<file path="src/rtl/register_file_arbiter_pkg.sv">
// register_file_pkg: shared types and constants for the register-file arbiter.
//   DATA_WIDTH                  - register-file word width
//   DEFAULT_NUMBER_OF_REGISTERS - default register-file depth
//   MAX_ADDRESS_WIDTH           - address width carried in rf_request_t; narrower
//                                 addresses are zero-extended into it
//   rf_request_t                - one captured request {write, address, data}
//   lock_state_t                - arbitration lock FSM states
package register_file_pkg;
    localparam int DATA_WIDTH                  = 8;
    localparam int DEFAULT_NUMBER_OF_REGISTERS = 256;
    localparam int MAX_ADDRESS_WIDTH           = 16;

    typedef struct packed {
        logic                         write;
        logic [MAX_ADDRESS_WIDTH-1:0] address;
        logic [DATA_WIDTH-1:0]        data;
    } rf_request_t;

    typedef enum logic {
        UNLOCKED = 1'b0,
        LOCKED   = 1'b1
    } lock_state_t;
endpackage

</file>
<file path="src/rtl/register_file_arbiter_if.sv">
// register_file_arbiter_if: requester bus and register-file port bundle.
//   request_*      - per-requester valid/write/lock/address/data, packed per requester
//   request_ready_out, response_valid_out (one-hot), response_data_out (shared)
//   rf_*           - single write port and read port 1 of the register file
// Modports: slave = arbiter side, master = requesters + register file side.
interface register_file_arbiter_if #(
    parameter int NUMBER_OF_REQUESTERS = 4,
    parameter int ADDRESS_WIDTH        = 8
);
    import register_file_pkg::*;

    logic [NUMBER_OF_REQUESTERS-1:0]               request_valid_in;
    logic [NUMBER_OF_REQUESTERS-1:0]               request_write_in;
    logic [NUMBER_OF_REQUESTERS-1:0]               request_lock_in;
    logic [NUMBER_OF_REQUESTERS*ADDRESS_WIDTH-1:0] request_address_in;
    logic [NUMBER_OF_REQUESTERS*DATA_WIDTH-1:0]    request_data_in;
    logic [NUMBER_OF_REQUESTERS-1:0]               request_ready_out;
    logic [NUMBER_OF_REQUESTERS-1:0]               response_valid_out;
    logic [DATA_WIDTH-1:0]                         response_data_out;
    logic                                          rf_write_enable_out;
    logic [ADDRESS_WIDTH-1:0]                      rf_write_address_out;
    logic [DATA_WIDTH-1:0]                         rf_write_data_out;
    logic [ADDRESS_WIDTH-1:0]                      rf_read_address_out;
    logic [DATA_WIDTH-1:0]                         rf_read_data_in;

    modport slave (
        input  request_valid_in, request_write_in, request_lock_in,
        input  request_address_in, request_data_in, rf_read_data_in,
        output request_ready_out, response_valid_out, response_data_out,
        output rf_write_enable_out, rf_write_address_out, rf_write_data_out,
        output rf_read_address_out
    );

    modport master (
        output request_valid_in, request_write_in, request_lock_in,
        output request_address_in, request_data_in, rf_read_data_in,
        input  request_ready_out, response_valid_out, response_data_out,
        input  rf_write_enable_out, rf_write_address_out, rf_write_data_out,
        input  rf_read_address_out
    );
endinterface

</file>
<file path="src/rtl/register_file_arbiter_round_robin.sv">
// round_robin_arbiter: combinational one-hot grant.
//   request_i     - valid requests
//   pointer_i     - highest-priority requester this cycle
//   lock_enable_i - when set only lock_owner_i may be granted
//   lock_owner_i  - requester holding the lock
//   grant_o       - one-hot grant, zero when nothing eligible
module round_robin_arbiter #(
    parameter int N = 4
) (
    input  logic [N-1:0]         request_i,
    input  logic [$clog2(N)-1:0] pointer_i,
    input  logic                 lock_enable_i,
    input  logic [$clog2(N)-1:0] lock_owner_i,
    output logic [N-1:0]         grant_o
);
    localparam int PW = $clog2(N);

    logic          found;
    logic [PW-1:0] idx;

    always_comb begin
        grant_o = '0;
        found   = 1'b0;
        idx     = '0;
        if (lock_enable_i) begin
            // Owner idle while locked: nobody else gets in.
            grant_o[lock_owner_i] = request_i[lock_owner_i];
        end else begin
            // Scan upward from the pointer with wrap; first valid wins.
            for (int k = 0; k < N; k++) begin
                idx = PW'((int'(pointer_i) + k) % N);
                if (!found && request_i[idx]) begin
                    grant_o[idx] = 1'b1;
                    found        = 1'b1;
                end
            end
        end
    end
endmodule

</file>
<file path="src/rtl/register_file_arbiter.sv">
// register_file_arbiter: shares the register-file write port and read port 1
// between NUMBER_OF_REQUESTERS requesters, round-robin with optional lock.
//   clock_in, reset_n_in - clock, async active-low reset
//   bus (slave)          - requester handshake, responses and register-file ports
// Accept in T -> issue on rf ports in T+1 -> read response in T+2.
module register_file_arbiter
    import register_file_pkg::*;
#(
    parameter int NUMBER_OF_REQUESTERS = 4,
    parameter int NUMBER_OF_REGISTERS  = DEFAULT_NUMBER_OF_REGISTERS
) (
    input logic                    clock_in,
    input logic                    reset_n_in,
    register_file_arbiter_if.slave bus
);
    localparam int N  = NUMBER_OF_REQUESTERS;
    localparam int AW = $clog2(NUMBER_OF_REGISTERS);
    localparam int PW = $clog2(N);

    logic [PW-1:0] pointer_q, pointer_d;
    logic [PW-1:0] lock_owner_q, lock_owner_d;
    lock_state_t   lock_state_q, lock_state_d;

    logic [N-1:0]  grant, accept;
    logic          accept_any;
    logic [PW-1:0] grant_idx;
    rf_request_t   acc_req;

    logic          iss_valid_q;
    rf_request_t   iss_q;
    logic [PW-1:0] iss_owner_q;
    logic          issue_write, issue_read;

    logic [AW-1:0]         wr_addr, wr_addr_hold_q;
    logic [DATA_WIDTH-1:0] wr_data, wr_data_hold_q;
    logic [AW-1:0]         rd_addr, rd_addr_hold_q;
    logic [N-1:0]          resp_valid_q;
    logic [DATA_WIDTH-1:0] resp_data_q;

    round_robin_arbiter #(.N(N)) u_arb (
        .request_i     (bus.request_valid_in),
        .pointer_i     (pointer_q),
        .lock_enable_i (lock_state_q == LOCKED),
        .lock_owner_i  (lock_owner_q),
        .grant_o       (grant)
    );

    // Ready must read zero while reset is held, even with requests pending.
    assign accept                = grant & {N{reset_n_in}};
    assign accept_any            = |accept;
    assign bus.request_ready_out = accept;

    always_comb begin
        grant_idx = '0;
        for (int k = 0; k < N; k++) begin
            if (accept[k]) grant_idx = PW'(k);
        end
        acc_req.write   = bus.request_write_in[grant_idx];
        acc_req.address = MAX_ADDRESS_WIDTH'(bus.request_address_in[grant_idx*AW +: AW]);
        acc_req.data    = bus.request_data_in[grant_idx*DATA_WIDTH +: DATA_WIDTH];
    end

    // Pointer / lock FSM next state.
    always_comb begin
        pointer_d    = pointer_q;
        lock_owner_d = lock_owner_q;
        lock_state_d = lock_state_q;
        if (accept_any) begin
            pointer_d    = (int'(grant_idx) == N - 1) ? '0 : grant_idx + 1'b1;
            lock_owner_d = grant_idx;
            // Only the owner can be accepted while locked, so its lock bit alone
            // decides whether the lock is taken, kept or released.
            lock_state_d = bus.request_lock_in[grant_idx] ? LOCKED : UNLOCKED;
        end
    end

    always_ff @(posedge clock_in or negedge reset_n_in) begin
        if (!reset_n_in) begin
            pointer_q    <= '0;
            lock_owner_q <= '0;
            lock_state_q <= UNLOCKED;
        end else begin
            pointer_q    <= pointer_d;
            lock_owner_q <= lock_owner_d;
            lock_state_q <= lock_state_d;
        end
    end

    assign issue_write = iss_valid_q &  iss_q.write;
    assign issue_read  = iss_valid_q & ~iss_q.write;

    // rf ports show the issuing request, otherwise hold their last value.
    assign wr_addr = issue_write ? AW'(iss_q.address) : wr_addr_hold_q;
    assign wr_data = issue_write ? iss_q.data         : wr_data_hold_q;
    assign rd_addr = issue_read  ? AW'(iss_q.address) : rd_addr_hold_q;

    assign bus.rf_write_enable_out  = issue_write;
    assign bus.rf_write_address_out = wr_addr;
    assign bus.rf_write_data_out    = wr_data;
    assign bus.rf_read_address_out  = rd_addr;
    assign bus.response_valid_out   = resp_valid_q;
    assign bus.response_data_out    = resp_data_q;

    always_ff @(posedge clock_in or negedge reset_n_in) begin
        if (!reset_n_in) begin
            iss_valid_q    <= 1'b0;
            iss_q          <= '0;
            iss_owner_q    <= '0;
            wr_addr_hold_q <= '0;
            wr_data_hold_q <= '0;
            rd_addr_hold_q <= '0;
            resp_valid_q   <= '0;
            resp_data_q    <= '0;
        end else begin
            iss_valid_q    <= accept_any;
            if (accept_any) begin
                iss_q       <= acc_req;
                iss_owner_q <= grant_idx;
            end
            wr_addr_hold_q <= wr_addr;
            wr_data_hold_q <= wr_data;
            rd_addr_hold_q <= rd_addr;
            resp_valid_q   <= issue_read ? ({{(N-1){1'b0}}, 1'b1} << iss_owner_q) : '0;
            if (issue_read) resp_data_q <= bus.rf_read_data_in;
        end
    end
endmodule

</file>
<file path="src/flat_wrapper.sv">
// flat-port wrapper written by rule: the top's interface ports become plain ports
module register_file_arbiter_flat import register_file_pkg::*;
#(
    parameter int NUMBER_OF_REQUESTERS = 4,
    parameter int NUMBER_OF_REGISTERS  = DEFAULT_NUMBER_OF_REGISTERS
)
  (clock_in, reset_n_in, bus_request_valid_in, bus_request_write_in, bus_request_lock_in, bus_request_address_in, bus_request_data_in, bus_rf_read_data_in, bus_request_ready_out, bus_response_valid_out, bus_response_data_out, bus_rf_write_enable_out, bus_rf_write_address_out, bus_rf_write_data_out, bus_rf_read_address_out);
  register_file_arbiter_if #(.NUMBER_OF_REQUESTERS(NUMBER_OF_REQUESTERS), .ADDRESS_WIDTH((8))) bus_i ();
  input logic clock_in;
  input logic reset_n_in;
  input wire logic [$bits(bus_i.request_valid_in)-1:0] bus_request_valid_in;
  input wire logic [$bits(bus_i.request_write_in)-1:0] bus_request_write_in;
  input wire logic [$bits(bus_i.request_lock_in)-1:0] bus_request_lock_in;
  input wire logic [$bits(bus_i.request_address_in)-1:0] bus_request_address_in;
  input wire logic [$bits(bus_i.request_data_in)-1:0] bus_request_data_in;
  input wire logic [$bits(bus_i.rf_read_data_in)-1:0] bus_rf_read_data_in;
  output wire logic [$bits(bus_i.request_ready_out)-1:0] bus_request_ready_out;
  output wire logic [$bits(bus_i.response_valid_out)-1:0] bus_response_valid_out;
  output wire logic [$bits(bus_i.response_data_out)-1:0] bus_response_data_out;
  output wire logic [$bits(bus_i.rf_write_enable_out)-1:0] bus_rf_write_enable_out;
  output wire logic [$bits(bus_i.rf_write_address_out)-1:0] bus_rf_write_address_out;
  output wire logic [$bits(bus_i.rf_write_data_out)-1:0] bus_rf_write_data_out;
  output wire logic [$bits(bus_i.rf_read_address_out)-1:0] bus_rf_read_address_out;
  assign bus_i.request_valid_in = bus_request_valid_in;
  assign bus_i.request_write_in = bus_request_write_in;
  assign bus_i.request_lock_in = bus_request_lock_in;
  assign bus_i.request_address_in = bus_request_address_in;
  assign bus_i.request_data_in = bus_request_data_in;
  assign bus_i.rf_read_data_in = bus_rf_read_data_in;
  assign bus_request_ready_out = bus_i.request_ready_out;
  assign bus_response_valid_out = bus_i.response_valid_out;
  assign bus_response_data_out = bus_i.response_data_out;
  assign bus_rf_write_enable_out = bus_i.rf_write_enable_out;
  assign bus_rf_write_address_out = bus_i.rf_write_address_out;
  assign bus_rf_write_data_out = bus_i.rf_write_data_out;
  assign bus_rf_read_address_out = bus_i.rf_read_address_out;
  register_file_arbiter #(.NUMBER_OF_REQUESTERS(NUMBER_OF_REQUESTERS), .NUMBER_OF_REGISTERS(NUMBER_OF_REGISTERS)) u_core (.clock_in(clock_in), .reset_n_in(reset_n_in), .bus(bus_i));
endmodule
</file>
<file path="config.mk">
export PLATFORM = sky130hd
export DESIGN_NAME = register_file_arbiter_flat
export DESIGN_NICKNAME = d
export VERILOG_FILES = /design/src/rtl/register_file_arbiter_pkg.sv /design/src/rtl/register_file_arbiter_if.sv /design/src/rtl/register_file_arbiter_round_robin.sv /design/src/rtl/register_file_arbiter.sv /design/src/flat_wrapper.sv
export SDC_FILE = /design/constraint.sdc
export NUM_CORES = 1
export LEC_CHECK = 0
export ABC_AREA = 1
export CAP_MARGIN = 20
export CORE_ASPECT_RATIO = 2
export CORE_MARGIN = 2
export CORE_UTILIZATION = 45
export DETAILED_ROUTE_END_ITERATION = 8
export DONT_BUFFER_PORTS = 1
export PLACE_DENSITY = 0.7
export SLEW_MARGIN = 5
export SYNTH_ARGS = -nofsm -noshare
export SYNTH_HDL_FRONTEND = slang
export SYNTH_SLANG_ARGS = --single-unit
</file>
<file path="constraint.sdc">
create_clock -name clock_in -period 2.8 [get_ports clock_in]
set_input_delay 0.28 -clock clock_in [delete_from_list [all_inputs] [get_ports clock_in]]
set_output_delay 0.28 -clock clock_in [all_outputs]
set_load 0.02 [all_outputs]
</file>
== Word level (Yosys, flattened, before mapping) ==
Index checks and enable logic that the tools add are counted.
W data, S select, Z words.
Operators by class
  $add $sub $neg: 4
  $lt $le $gt $ge: 11
  eq/ne operators: 1
  shift operators: 3
  multiplexer cells: 47
  bitwise gates (word level): 8
  reduce and logical (&&, ||, !) cells: 12
Operators with widths (count)
  $shiftx A32 B6 Y8: 2
  $mux W4: 9
  $mux W8: 3
  $mux W1: 20
  $lt A2 B3 Y1 const B: 6
  $bmux W1 S2: 7
  $or A4 B4 Y4: 3
  $demux W1 S2: 5
  $ge A2 B1 Y1 const B: 5
  $and A4 B4 Y4: 2
  $logic_and A1 B1 Y1: 8
  $mux W2: 3
  $add A2 B1 Y2 const B: 2
  $add A2 B2 Y2 const B: 2
  $reduce_or A4 Y1: 1
  $shl A1 B2 Y4 const A: 1
  $logic_not A1 Y1: 3
  $and A1 B1 Y1: 2
  $eq A2 B1 Y1 const B: 1
  $not A1 Y1: 1
Storage, ports and cells
  register bits: 59
  logic and storage cells: 98

== Logic depth before layout (Yosys ltp) ==
Gate-level depths: netlist (run 1).
  word-level depth: 23
  mapped depth: 20
  mapped depth without buffers: 18

== Hierarchy ==
From an unflattened synthesis (run 1), not the netlist that was laid out.
Unflattened totals
  cells, all modules: 492
  area, all modules: 3477.1 µm²
Modules (own cells, without submodules)
  register_file_arbiter: instances 1, cells an instance 403, area an instance 3010.4 µm²
  round_robin_arbiter: instances 1, cells an instance 89, area an instance 466.7 µm²

== Least setup slack after synthesis (run 1) ==
Ideal clock, no wire load.
  path type: reg-to-output
  from: reg u_core.pointer_q[0]
  to: out bus_request_ready_out[3]
  arrival time: 2.059 ns
  slack: 0.461 ns
  cell stages (with the launch flop): 15
  cell sequence: dfrtp_1 > buf_6 > inv_6 > ha_1 > inv_1 > nand3_1 > nand2_1 > nand2_4 > nor2_4 > nand2_1 > nand3_2 > nand2_4 > buf_2 > buf_2 > inv_1
Between the ends
  longest elaborated chain between the ends: 17
  elaborated cells between the ends (all ways): 55
  those cells by class: add/sub (3); order compare (8); mux (30); bitwise (4); reduce/logical (10)
Ends and longest elaborated chain
  from (decl): RTL line register_file_arbiter.sv:20  | logic [PW-1:0] pointer_q, pointer_d;
  from (signal assigned): RTL line register_file_arbiter.sv:83  | pointer_q <= pointer_d;
  branches (longest 14 deep; another with $lt A2 B3 Y1)
  $mux W4 (*): RTL line register_file_arbiter_round_robin.sv:32  | if (!found && request_i[idx]) begin
  $mux W4 (*): RTL line register_file_arbiter_round_robin.sv:25  | if (lock_enable_i) begin
  $and A4 B4 Y4 (*): RTL line register_file_arbiter.sv:49  | assign accept = grant & {N{reset_n_in}};
  to (decl): RTL line flat_wrapper.sv:17  | output wire logic [$bits(bus_i.request_ready_out)-1:0] bus_request_ready_out;
Every way passes the cells marked *. The select of a mux whose other input is x is not followed.

== Worst setup path after layout (run 1) ==
  from: reg u_core.pointer_q[1]
  to: out bus_request_ready_out[3]
The elaborated chain is that of the path after synthesis.

==> results of run 1 <==
critical path, cell delays in order, from the launching register on:
cell and delay (ns):
dfrtp_2 0.46, inv_2 0.14, ha_1 0.28, inv_1 0.10, nand3_1 0.08, nand2_1 0.10, nand2_4 0.08, nor2_4 0.13
nand2_1 0.07, nand3_2 0.09, nand2_4 0.08, buf_6 0.20, inv_1 0.17
final timing paths:
path | startpoint | endpoint | slack, ns | cells past startpoint
hold / removal | bus_rf_read_data_in[0] | u_core.bus.response_data_out[0]$_DFFE_PN0P_ | 0.11 | 1
min in group asynchronous | reset_n_in | u_core.lock_state_q$_DFFE_PN0P_ | 0.50 | 2
max in group asynchronous | reset_n_in | u_core.rd_addr_hold_q[2]$_DFF_PN0_ | 2.06 | 2
setup / recovery | u_core.pointer_q[1]$_DFFE_PN0P_ | bus_request_ready_out[3] | 0.21 | 12
hold reg to reg | u_core.iss_q[3]$_DFFE_PN0P_ | u_core.iss_q[3]$_DFFE_PN0P_ | 0.48 | 2
setup reg to reg | u_core.pointer_q[1]$_DFFE_PN0P_ | u_core.iss_q[11]$_DFFE_PN0P_ | 0.28 | 17
placed cells by master, fill, tap and decap left out, drive strengths merged:
| master | n |
|---|---|
| a21oi | 15 |
| nor2 | 22 |
| inv | 76 |
| dfrtp | 59 |
| a31oi | 1 |
| mux2 | 8 |
| clkinv | 5 |
| o21bai | 1 |
| nand2 | 208 |
| nand3b | 18 |
| buf | 12 |
| ha | 6 |
| nand3 | 20 |
| o21ai | 39 |
| clkinvlp | 1 |
| clkbuf | 11 |
| dlygate4sd3 | 1 |
| nor3 | 5 |
power by group through the flow:
| stage | sequential [uW] | clock (uW) | combinational [uW] |
|---|---|---|---|
| after global routing | 1660 | 1060 | 3920 |
| final | 1600 | 989 | 3440 |
| after CTS | 1600 | 1010 | 3460 |
| after detailed placement | 1610 | 0 | 3420 |
| after floorplan | 1550 | 0 | 3040 |
| after global placement | 1600 | 0 | 3330 |
kinds of logic (layout without fill, tap and decap cells):
| family | after synthesis | after routing | synth area share, % |
|---|---|---|---|
| DFF | 59 | 59 | 40.3 |
| AOI/OAI and AO/OA | 56 | 56 | 7.86 |
| muxes | 8 | 8 | 2.46 |
| and+or+nand+nor | 273 | 273 | 34.0 |
| adders and majority gates | 6 | 6 | 2.05 |
| buffers and inverters | 100 | 106 | 13.3 |
what timing repair did:
| item | CTS | global route |
|---|---|---|
| hold endpoints to repair | 59 | 0 |
| hold buffers | 2 | 0 |
| setup endpoints to repair | 0 | 24 |
| resized for setup | 0 | 4 |
metrics by stage:
| step | utilization [%] | setup slack [ns] |
|---|---|---|
| 6_report | 50.6 | 0.210 |
| 2_1_floorplan | - | 0.461 |
| 3_3_place_gp | 46.4 | 0.233 |
| 5_1_grt | 50.6 | 0.0620 |
| 4_1_cts | 50.4 | 0.0129 |
| 3_5_place_dp | 46.4 | 0.142 |
metal layers:
| metal | wire length [um] | part of all wire, % | GRT usage (%) |
|---|---|---|---|
| met5 | 0 | 0 | 0 |
| met4 | 274 | 3.4 | 10.4 |
| met2 | 4080 | 50 | 32.1 |
| met3 | 441 | 5.5 | 3.34 |
| met1 | 3280 | 41 | 22.7 |
flip-flops by register name (all words and copies together), names as in the netlist, 2 cells and up:
| name | cells |
|---|---|
| u_core.iss_q | 17 |
| u_core.bus.response_data_out | 8 |
| u_core.rd_addr_hold_q | 8 |
| u_core.wr_addr_hold_q | 8 |
| u_core.wr_data_hold_q | 8 |
| u_core.bus.response_valid_out | 4 |
| u_core.lock_owner_q | 2 |
| u_core.pointer_q | 2 |
layout make-up:
class	count	share of cell area, %
timing repair buffer	13	3.40
sequential	59	36.8
inverter	77	7.32
clock buffer	11	6.29
multi-input combinational	343	42.5
tap	96	2.99
clock inverter	5	0.686
==> qor.yml, run 1 <==
status:
  status: "finished clean"
floorplan:
  dieWidth_um: 67.8
  start_util_pct: 46.1
  die_area_mm2: 0.00892
  rows: 46
  coreArea_mm2: 0.00794
  die_h_um: 132
  io_pins: 127
power_and_ir_drop:
  p_int_uw: 3010
  power.clock.fraction_pct: 16.4
  comb_power_share_pct: 57.1
  seqPwrFrac_pct: 26.5
  powerDensity_mw_per_mm2: 1500
  max-vdd-ir-drop_uv: 621
  cellLeakagePower_uw: 0.00223
  p_total_uw: 6030
  switching_power_uw: 3020
  p_sw_share_pct: 50.1
routing:
  drt-vias-per-instance: 4.93
  drt-initial-drc-count: 134
  firstDrtPassIters: 4
  wl_per_cell_um: 13.4
  drcViolationCount: 0
  antenna_left: 0
  wl_um: 8080
  vias: 2980
timing:
  rsz0062_at_grt: "no"
  timing.hold.ws_ns: 0.114
  tns_ns: 0
  finalHoldViolations: 0
  finalWorstPathRequiredPeriod_ns: 2.59
  min_period_over_period_pct: 92.5
  slew_headroom_pct: 43.4
  worstMarginPinSlew_ns: 0.840
  drv_slew: 0
  skew_ns: 0.00500
  finalSetupViolCount: 0
  fmax_mhz: 386
synthesis:
  yosysWarnings: 0
  synth-edff-count: 0
  yosysTopAreaCell: "dfrtp_1"
  syn_nets: 594
  synthTopCellsByCount: "nand2_1 (196), inv_1 (66), dfrtp_1 (59)"
  yosys-top-cells-area: "dfrtp_1 (40%), nand2_1 (20%), inv_1 (6.8%)"
  synth_area_per_cell_um2: 7.29
  synth_seq_cells: 59
  seq_area_frac_synth_pct: 40.3
  synth_most_common_cell: "nand2_1"
  synthDistinctLibCells: 29
  syn-cell-area_mm2: 0.00366
  synth_top_area_share_pct: 40.3
  synth_ff_type: "dfrtp_1"
  synthCells: 502
  synthArstFlopShare_pct: 100
clock_network:
  clock-sinks: 59
  cts_setup_buffers: 0
  cts.clk_slew.worst_paths_ns: 0.05
  cts_max_path_buffers: 2
  root_buffer: "clkbuf_16"
  worstSkewPairLatency_ns: 0.32
  cts_tree: "built"
  numCtsBuffers: 9
  cts_max_level: 3
global_routing:
  grt_pass1_wl_um: 13400
  grt_usage_pct: 19.3
  grt_pass1_vias: 3013
  antenna_found_initial: 0
  overflow: 0
  grt_max_degree: 60
placed_design:
  dp_cells: 586
  gp_congestion: 0.945
  placed_cell_area_mm2: 0.00368
  numPortBuffers: 0
  dp_hpwl_um: 6130
finish:
  final_nets: 595
  diodes: 0
  drive_gt1_share_pct: 13.4
  syn2layout_area_growth_pct: 9.67
  fillers: 778
  multiInputGateArea_mm2: 0.00171
  seqCellArea_mm2: 0.00148
  fin_area_mm2: 0.00402
  final_cells: 604
setup_path:
  path_class: "reg -> out"
  crit_path_end_kind: "primary output"
  worstPathRequired_ns: 2.52
  worstPathMaxFanout: 37
  start_kind: "flop"
  crit_arrival_ns: 2.31
hold_path:
  min_path_type: "in -> reg"
flow_run:
  drv_cap: 0
No activity file was read; power rests on OpenSTA's default activity.
==> inputs of run 2 (changes only) <==
--- a/config.mk
+++ b/config.mk
@@ -16,4 +16,5 @@
 export SLEW_MARGIN = 5
 export SYNTH_ARGS = -nofsm -noshare
 export SYNTH_HDL_FRONTEND = slang
+export SYNTH_HIERARCHICAL = 1
 export SYNTH_SLANG_ARGS = --single-unit
==> qor.yml, run 2 <==
status:
  status: "finished clean"
synthesis:
  synthTopCellsByCount: "nand2_1 (159), nand3_1 (86), inv_1 (85)"
  synth_area_per_cell_um2: 7.07  # -3.1%
  synth-edff-count: 0  # unchanged
  yosys-top-cells-area: "dfrtp_1 (42%), nand2_1 (17%), nand3_1 (12%)"
  synth_most_common_cell: "nand2_1"
  syn-cell-area_mm2: 0.00348  # -5.0%
  seq_area_frac_synth_pct: 42.5  # +2.1 points
  synthCells: 492  # -2.0%
  synth_ff_type: "dfrtp_1"
  synthArstFlopShare_pct: 100  # unchanged
  yosysTopAreaCell: "dfrtp_1"
  syn_nets: 584  # -1.7%
  synthDistinctLibCells: 22  # -24%
  yosysWarnings: 6  # +6
  synth_seq_cells: 59  # unchanged
  synth_top_area_share_pct: 42.5  # +2.1 points
setup_path:
  worstPathRequired_ns: 3.06  # +0.54 ns
  crit_arrival_ns: 2.84  # +0.53 ns
  rr_endpoint: "u_core/iss_q[15]$_DFFE_PN0P_"
  worstPathMaxFanout: 9  # -76%
  crit_top_cell: "nand2_1"
  path_cells: "inv_4 -> ha_1 -> inv_1 -> nand3_1 -> nand2_1 -> nand2_4 -> nor2_4 -> nand2_1 -> nand3_1 -> nand2_1 -> nand2_1 -> nand2_1 -> inv_2 -> nor2_1 -> nor2_2 -> nand3_1 -> nand3_1"
  r2r_start: "u_core/pointer_q[0]$_DFFE_PN0P_"
  crit_path_end_kind: "flop"
  crit_slowest_cell: "dfrtp_1"
  critPathLaunch: "u_core/pointer_q[0]$_DFFE_PN0P_"
  cp_top_family: "simple AND/OR/NAND/NOR gates"
  path_buf_inv: 3  # -1
  crit_path_end: "u_core/iss_q[15]$_DFFE_PN0P_"
  path_class: "reg -> reg"
  r2r_cells: 17  # unchanged
  slowest_delay_ns: 0.39  # -0.07 ns
  start_kind: "flop"
  reg2reg_slack_ns: 0.22  # -0.06 ns
  timing.critical_path.depth: 17  # +5
placed_design:
  numPortBuffers: 0  # unchanged
  dp_hpwl_um: 6580  # +7.3%
  gp_congestion: 0.826  # -13%
hold_path:
  min_path_type: "in -> reg"
  hold_depth: 2  # +1
timing:
  rsz0062_at_grt: "no"
  finalHoldViolations: 0  # unchanged
  worstMarginPinSlew_ns: 0.836  # -0.00317 ns
  finalWorstPathRequiredPeriod_ns: 2.58  # -0.00759 ns
  tns_ns: 0  # unchanged
  drv_slew: 0  # unchanged
  skew_ns: 0.00647  # +0.00147 ns
  finalSetupViolCount: 0  # unchanged
  fmax_mhz: 387  # +0.29%
  min_period_over_period_pct: 92.2  # -0.27 points
  slew_headroom_pct: 43.7  # +0.21 points
finish:
  seqCellArea_mm2: 0.00148  # about the same
  largest_reg_flops: 17  # unchanged
  mostFrequentLayoutCell: "nand2_1"
  fillers: 718  # -7.7%
  final_nets: 594  # -0.17%
  top_register: "u_core/iss_q"
  drive_gt1_share_pct: 11.9  # -1.5 points
  syn2layout_area_growth_pct: 16.0
  multiInputGateArea_mm2: 0.00157  # -8.1%
  layout_common_cells: "nand2_1 (159), nand3_1 (85), inv_1 (84), dfrtp_1 (59), o21ai_0 (17)"
  final_util_pct: 53.4  # +2.9 points
global_routing:
  grt_pass1_wl_um: 13900  # +3.5%
  antenna_found_initial: 0  # unchanged
  overflow: 0  # unchanged
  grt_usage_pct: 21.4  # +2.0 points
  grt_pass1_vias: 3033  # +0.66%
  grt_max_degree: 60  # unchanged
power_and_ir_drop:
  max-vdd-ir-drop_uv: 747  # +20%
  cellLeakagePower_uw: 0.00227  # +1.9%
  powerDensity_mw_per_mm2: 1490  # -0.52%
clock_network:
  cts.clk_slew.worst_paths_ns: 0.05  # about the same
  cts_setup_buffers: 0  # unchanged
  cts_max_path_buffers: 2  # unchanged
  cts_max_level: 3  # unchanged
  numCtsBuffers: 9  # unchanged
  worstSkewPairLatency_ns: 0.32  # about the same
  clock-sinks: 59  # unchanged
  root_buffer: "clkbuf_16"
  cts_tree: "built"
routing:
  drcViolationCount: 0  # unchanged
  wl_per_cell_um: 14.8  # +10%
  firstDrtPassIters: 4  # unchanged
  antenna_left: 0  # unchanged
  drt-vias-per-instance: 5.25  # +6.4%
  wl_um: 8860  # +9.6%
  vias: 3149  # +5.7%
  drt-initial-drc-count: 156  # +16%
floorplan:
  die_area_mm2: 0.00849  # -4.8%
  die_h_um: 128  # -2.5%
  coreArea_mm2: 0.00754  # -5.0%
  dieWidth_um: 66.2  # -2.4%
  start_util_pct: 46.1  # about the same
  io_pins: 127  # unchanged
  rows: 45  # -2.2%
flow_run:
  drv_cap: 0  # unchanged
[run 2: changes by cell type in the layout (fill, tap and decap cells not counted), moves of 3 or more]
cell,change
o21ai_1,-3
inv_1,+19
nor2_1,-17
inv_4,+3
inv_2,-6
nand3b_1,-11
nand3_1,+69
clkinv_2,-4
o21ai_0,-10
buf_4,+5
a21oi_1,-8
nand2_1,-37
[run 2: power breakdown]
group	internal (uW)	switching (uW)	total, uW
logic	1080	2220	3300
clock network	815	346	1160
registers	1260	300	1560
total	3160	2860	6020
[run 2: cell type report]
class / instances / area share, %
multi-input cells: 321 / 38.9
flip-flops and latches: 59 / 36.6
inverters: 92 / 8.75
clock buffers: 12 / 6.36
repair buffers: 19 / 4.93
well taps: 94 / 2.92
clock inverters: 2 / 1.49
diodes: 1 / 0.0621
[run 2: kinds of logic (layout without fill, tap and decap cells)]
| family | Yosys count | count (layout) | synth area share [%] |
|---|---|---|---|
| AO/OA/AOI/OAI | 33 | 33 | 4.75 |
| adder cells (fa/ha/maj) | 6 | 6 | 2.16 |
| buffers and inverters | 112 | 125 | 12.8 |
| flip-flops | 59 | 59 | 42.5 |
| multiplexers | 8 | 8 | 2.59 |
| other | 0 | 1 | 0 |
| AND/OR/NAND/NOR | 274 | 274 | 35.2 |
[run 2: worst register-to-register path, stage by stage, from the launching register on]
cell,delay (ns)
dfrtp_1,0.39
inv_4,0.08
ha_1,0.35
inv_1,0.11
nand3_1,0.08
nand2_1,0.11
nand2_4,0.07
nor2_4,0.13
nand2_1,0.06
nand3_1,0.06
nand2_1,0.06
nand2_1,0.12
nand2_1,0.08
inv_2,0.12
nor2_1,0.11
nor2_2,0.26
nand3_1,0.19
nand3_1,0.13
[run 2: metal layers]
layer  routed length [um]  up-vias  track usage, %  share of wire [%]
met4                  338        0            13.9                3.8
met1                 3270     1433            22.5                 37
met5                    0        -               0                  0
li1                     -     1546               -                  -
met2                 4750      142            37.2                 54
met3                  502       28            4.39                5.7
[run 2: what timing repair did]
| action | CTS | global route |
|---|---|---|
| resized for setup | 0 | 10 |
| endpoints found under the setup margin | 0 | 21 |
| hold endpoints to repair | 59 | 0 |
| hold buffers | 2 | 0 |
[run 2: through the flow]
| step | setup slack [ns] | hold slack (ns) | total power [uW] | area [um^2] | std cells |
|---|---|---|---|---|---|
| finish | 0.218 | 0.101 | 6020 | 4030 | 600 |
| global route | 0.00739 | 0.0948 | 6520 | 4030 | 599 |
| CTS | 0.0960 | 0.0901 | 5930 | 3980 | 598 |
| detailed placement | 0.159 | -0.0144 | 4710 | 3630 | 582 |
| global placement | 0.205 | -0.0143 | 4610 | 3630 | 582 |
| floorplan | 0.336 | -0.0156 | 3990 | 3480 | 492 |
[run 2: worst min path at each step]
stage | start | endpoint
CTS | bus_request_data_in[16] | u_core/iss_q[0]$_DFFE_PN0P_
floorplan | reset_n_in | u_core/bus.response_data_out[0]$_DFFE_PN0P_
global placement | reset_n_in | u_core/bus.response_data_out[6]$_DFFE_PN0P_
finish | bus_request_data_in[23] | u_core/iss_q[7]$_DFFE_PN0P_
global route | bus_rf_read_data_in[7] | u_core/bus.response_data_out[7]$_DFFE_PN0P_
detailed placement | reset_n_in | u_core/bus.response_data_out[1]$_DFFE_PN0P_
==> inputs of run 3 (changes only) <==
--- a/config.mk
+++ b/config.mk
@@ -7,7 +7,7 @@
 export LEC_CHECK = 0
 export ABC_AREA = 1
 export CAP_MARGIN = 20
-export CORE_ASPECT_RATIO = 2
+export CORE_ASPECT_RATIO = 0.5
 export CORE_MARGIN = 2
 export CORE_UTILIZATION = 45
 export DETAILED_ROUTE_END_ITERATION = 8
==> constraint.sdc (replaced) <==
create_clock -name clock_in -period 2.8 [get_ports clock_in]
set_input_delay 0.28 -clock clock_in [delete_from_list [all_inputs] [get_ports clock_in]]
set_output_delay 0.28 -clock clock_in [all_outputs]
set_load 0.01 [all_outputs]
==> qor.yml, run 3 (synthesis gave the netlist of run 2 again) <==
setup_path:
  start_kind: "flop"
  crit_slowest_cell: "dfrtp_1"
  crit_path_end_kind: "primary output"
  cp_top_family: "simple AND/OR/NAND/NOR gates"
  path_class: "reg -> out"
  path_cells: "inv_4 -> ha_1 -> inv_1 -> nand3_1 -> nand2_1 -> nand2_4 -> nor2_4 -> nand2_1 -> nand3_1 -> nand2_1 -> nand2_1 -> nand2_2 -> buf_6 -> inv_1"
  crit_top_cell: "nand2_1"
  crit_arrival_ns: 2.33  # -0.51 ns
  worstPathRequired_ns: 2.52  # -0.54 ns
  path_buf_inv: 4  # +1
  slowest_delay_ns: 0.38  # about the same
  worstPathMaxFanout: 27  # +18
finish:
  final_nets: 586  # -1.3%
  layout_common_cells: "nand2_1 (159), nand3_1 (86), inv_1 (84), dfrtp_1 (59), o21ai_0 (17)"
  final_util_pct: 53.2  # -0.24 points
  seqCellArea_mm2: 0.00148  # unchanged
  diodes: 0  # -1
  multiInputGateArea_mm2: 0.00156  # -0.32%
  top_register: "u_core/iss_q"
  syn2layout_area_growth_pct: 13.3
  drive_gt1_share_pct: 10.6  # -1.3 points
  largest_reg_flops: 17  # unchanged
  mostFrequentLayoutCell: "nand2_1"
  fillers: 715  # -0.42%
  final_cells: 595  # -0.83%
power_and_ir_drop:
  max-vdd-ir-drop_uv: 627  # -16%
  comb_power_share_pct: 52.8  # -2.0 points
  powerDensity_mw_per_mm2: 1390  # -6.9%
  power.clock.fraction_pct: 19.9  # +0.6 points
  p_int_uw: 2960  # -6.2%
  p_total_uw: 5480  # -9.0%
  seqPwrFrac_pct: 27.3  # +1.3 points
  switching_power_uw: 2520  # -12%
  cellLeakagePower_uw: 0.00223  # -2.1%
  p_sw_share_pct: 45.9  # -1.6 points
routing:
  firstDrtPassIters: 4  # unchanged
  wl_per_cell_um: 13.3  # -9.7%
  drt-vias-per-instance: 5.06  # -3.5%
  drcViolationCount: 0  # unchanged
  vias: 3012  # -4.4%
  drt-initial-drc-count: 212  # +36%
  wl_um: 7930  # -10%
  antenna_left: 0  # unchanged
clock_network:
  cts_tree: "built"
  root_buffer: "clkbuf_16"
  cts_max_level: 3  # unchanged
  cts_setup_buffers: 0  # unchanged
  worstSkewPairLatency_ns: 0.32  # about the same
  cts.clk_slew.worst_paths_ns: 0.05  # about the same
  cts_max_path_buffers: 2  # unchanged
  clock-sinks: 59  # unchanged
  numCtsBuffers: 9  # unchanged
floorplan:
  dieWidth_um: 128  # +94%
  start_util_pct: 47.0  # +0.87 points
  die_area_mm2: 0.00849  # unchanged
  io_pins: 127  # unchanged
  coreArea_mm2: 0.00740  # -1.9%
  rows: 22  # -51%
  die_h_um: 66.2  # -48%
timing:
  finalWorstPathRequiredPeriod_ns: 2.61  # +0.0255 ns
  worstMarginPinSlew_ns: 0.749  # -0.0871 ns
  skew_ns: 0.00604  # -0.000430 ns
  min_period_over_period_pct: 93.1  # +0.91 points
  timing.hold.ws_ns: 0.106  # +0.00546 ns
  fmax_mhz: 383  # -0.98%
  slew_headroom_pct: 49.9  # +6.3 points
  finalHoldViolations: 0  # unchanged
  drv_slew: 0  # unchanged
  finalSetupViolCount: 0  # unchanged
status:
  status: "finished clean"
global_routing:
  overflow: 0  # unchanged
  grt_usage_pct: 19.3  # -2.1 points
  grt_pass1_wl_um: 12900  # -7.2%
  grt_pass1_vias: 2862  # -5.6%
  antenna_found_initial: 0  # unchanged
  grt_max_degree: 60  # unchanged
placed_design:
  gp_congestion: 0.880  # +6.5%
  dp_hpwl_um: 5830  # -11%
  numPortBuffers: 0  # unchanged
  dp_cells: 577  # -0.86%
flow_run:
  drv_cap: 0  # unchanged
hold_path:
  min_path_type: "in -> reg"
[run 3: what timing repair did]
action / in CTS / in global routing
setup endpoints to repair: 0 / 19
hold buffers: 2 / 0
resized for setup: 0 / 8
hold endpoints to repair: 59 / 0
[run 3: layout make-up]
| cell class | count | area share, % |
|---|---|---|
| flip-flops and latches | 59 | 37.5 |
| repair buffers | 11 | 3.18 |
| multi-input cells | 321 | 39.7 |
| inverters | 92 | 8.89 |
| well taps | 96 | 3.05 |
| clock inverters | 4 | 1.24 |
| clock buffers | 12 | 6.51 |
[run 3: stage by stage]
stage	setup slack, ns	TNS [ns]	cell area, um^2
finish	0.192	0	3940
global route	-0.00151	-0.00151	3940
CTS	0.128	0	3920
detailed placement	0.192	0	3580
global placement	0.272	0	3580
floorplan	0.336	0	3480
[run 3: per-layer routing]
| metal | vias to the layer above | track usage [%] | wire length, um |
|---|---|---|---|
| met5 | - | 0 | 0 |
| met4 | 0 | 4.95 | 76 |
| met3 | 10 | 6.63 | 457 |
| met2 | 91 | 33.7 | 3830 |
| met1 | 1377 | 23.1 | 3560 |
| li1 | 1534 | - | - |
[run 3: final timing paths]
kind	start	endpoint	slack (ns)	cells past startpoint
setup / recovery	u_core/pointer_q[0]$_DFFE_PN0P_	bus_request_ready_out[3]	0.19	14
hold / removal	bus_request_address_in[19]	u_core/iss_q[11]$_DFFE_PN0P_	0.11	2
setup reg to reg	u_core/pointer_q[0]$_DFFE_PN0P_	u_core/iss_q[12]$_DFFE_PN0P_	0.29	17
hold reg to reg	u_core/iss_q[5]$_DFFE_PN0P_	u_core/iss_q[5]$_DFFE_PN0P_	0.48	2
max in group asynchronous	reset_n_in	u_core/rd_addr_hold_q[6]$_DFF_PN0_	2.07	2
min in group asynchronous	reset_n_in	u_core/bus.response_data_out[7]$_DFFE_PN0P_	0.49	2
[run 3: power by group through the flow]
stage               Sequential, uW  Combinational (uW)  Clock [uW]
floorplan                     1470                2290           0
global placement              1500                2790           0
detailed placement            1500                2840           0
CTS                           1490                2870        1120
global route                  1540                3290        1160
finish                        1490                2890        1090
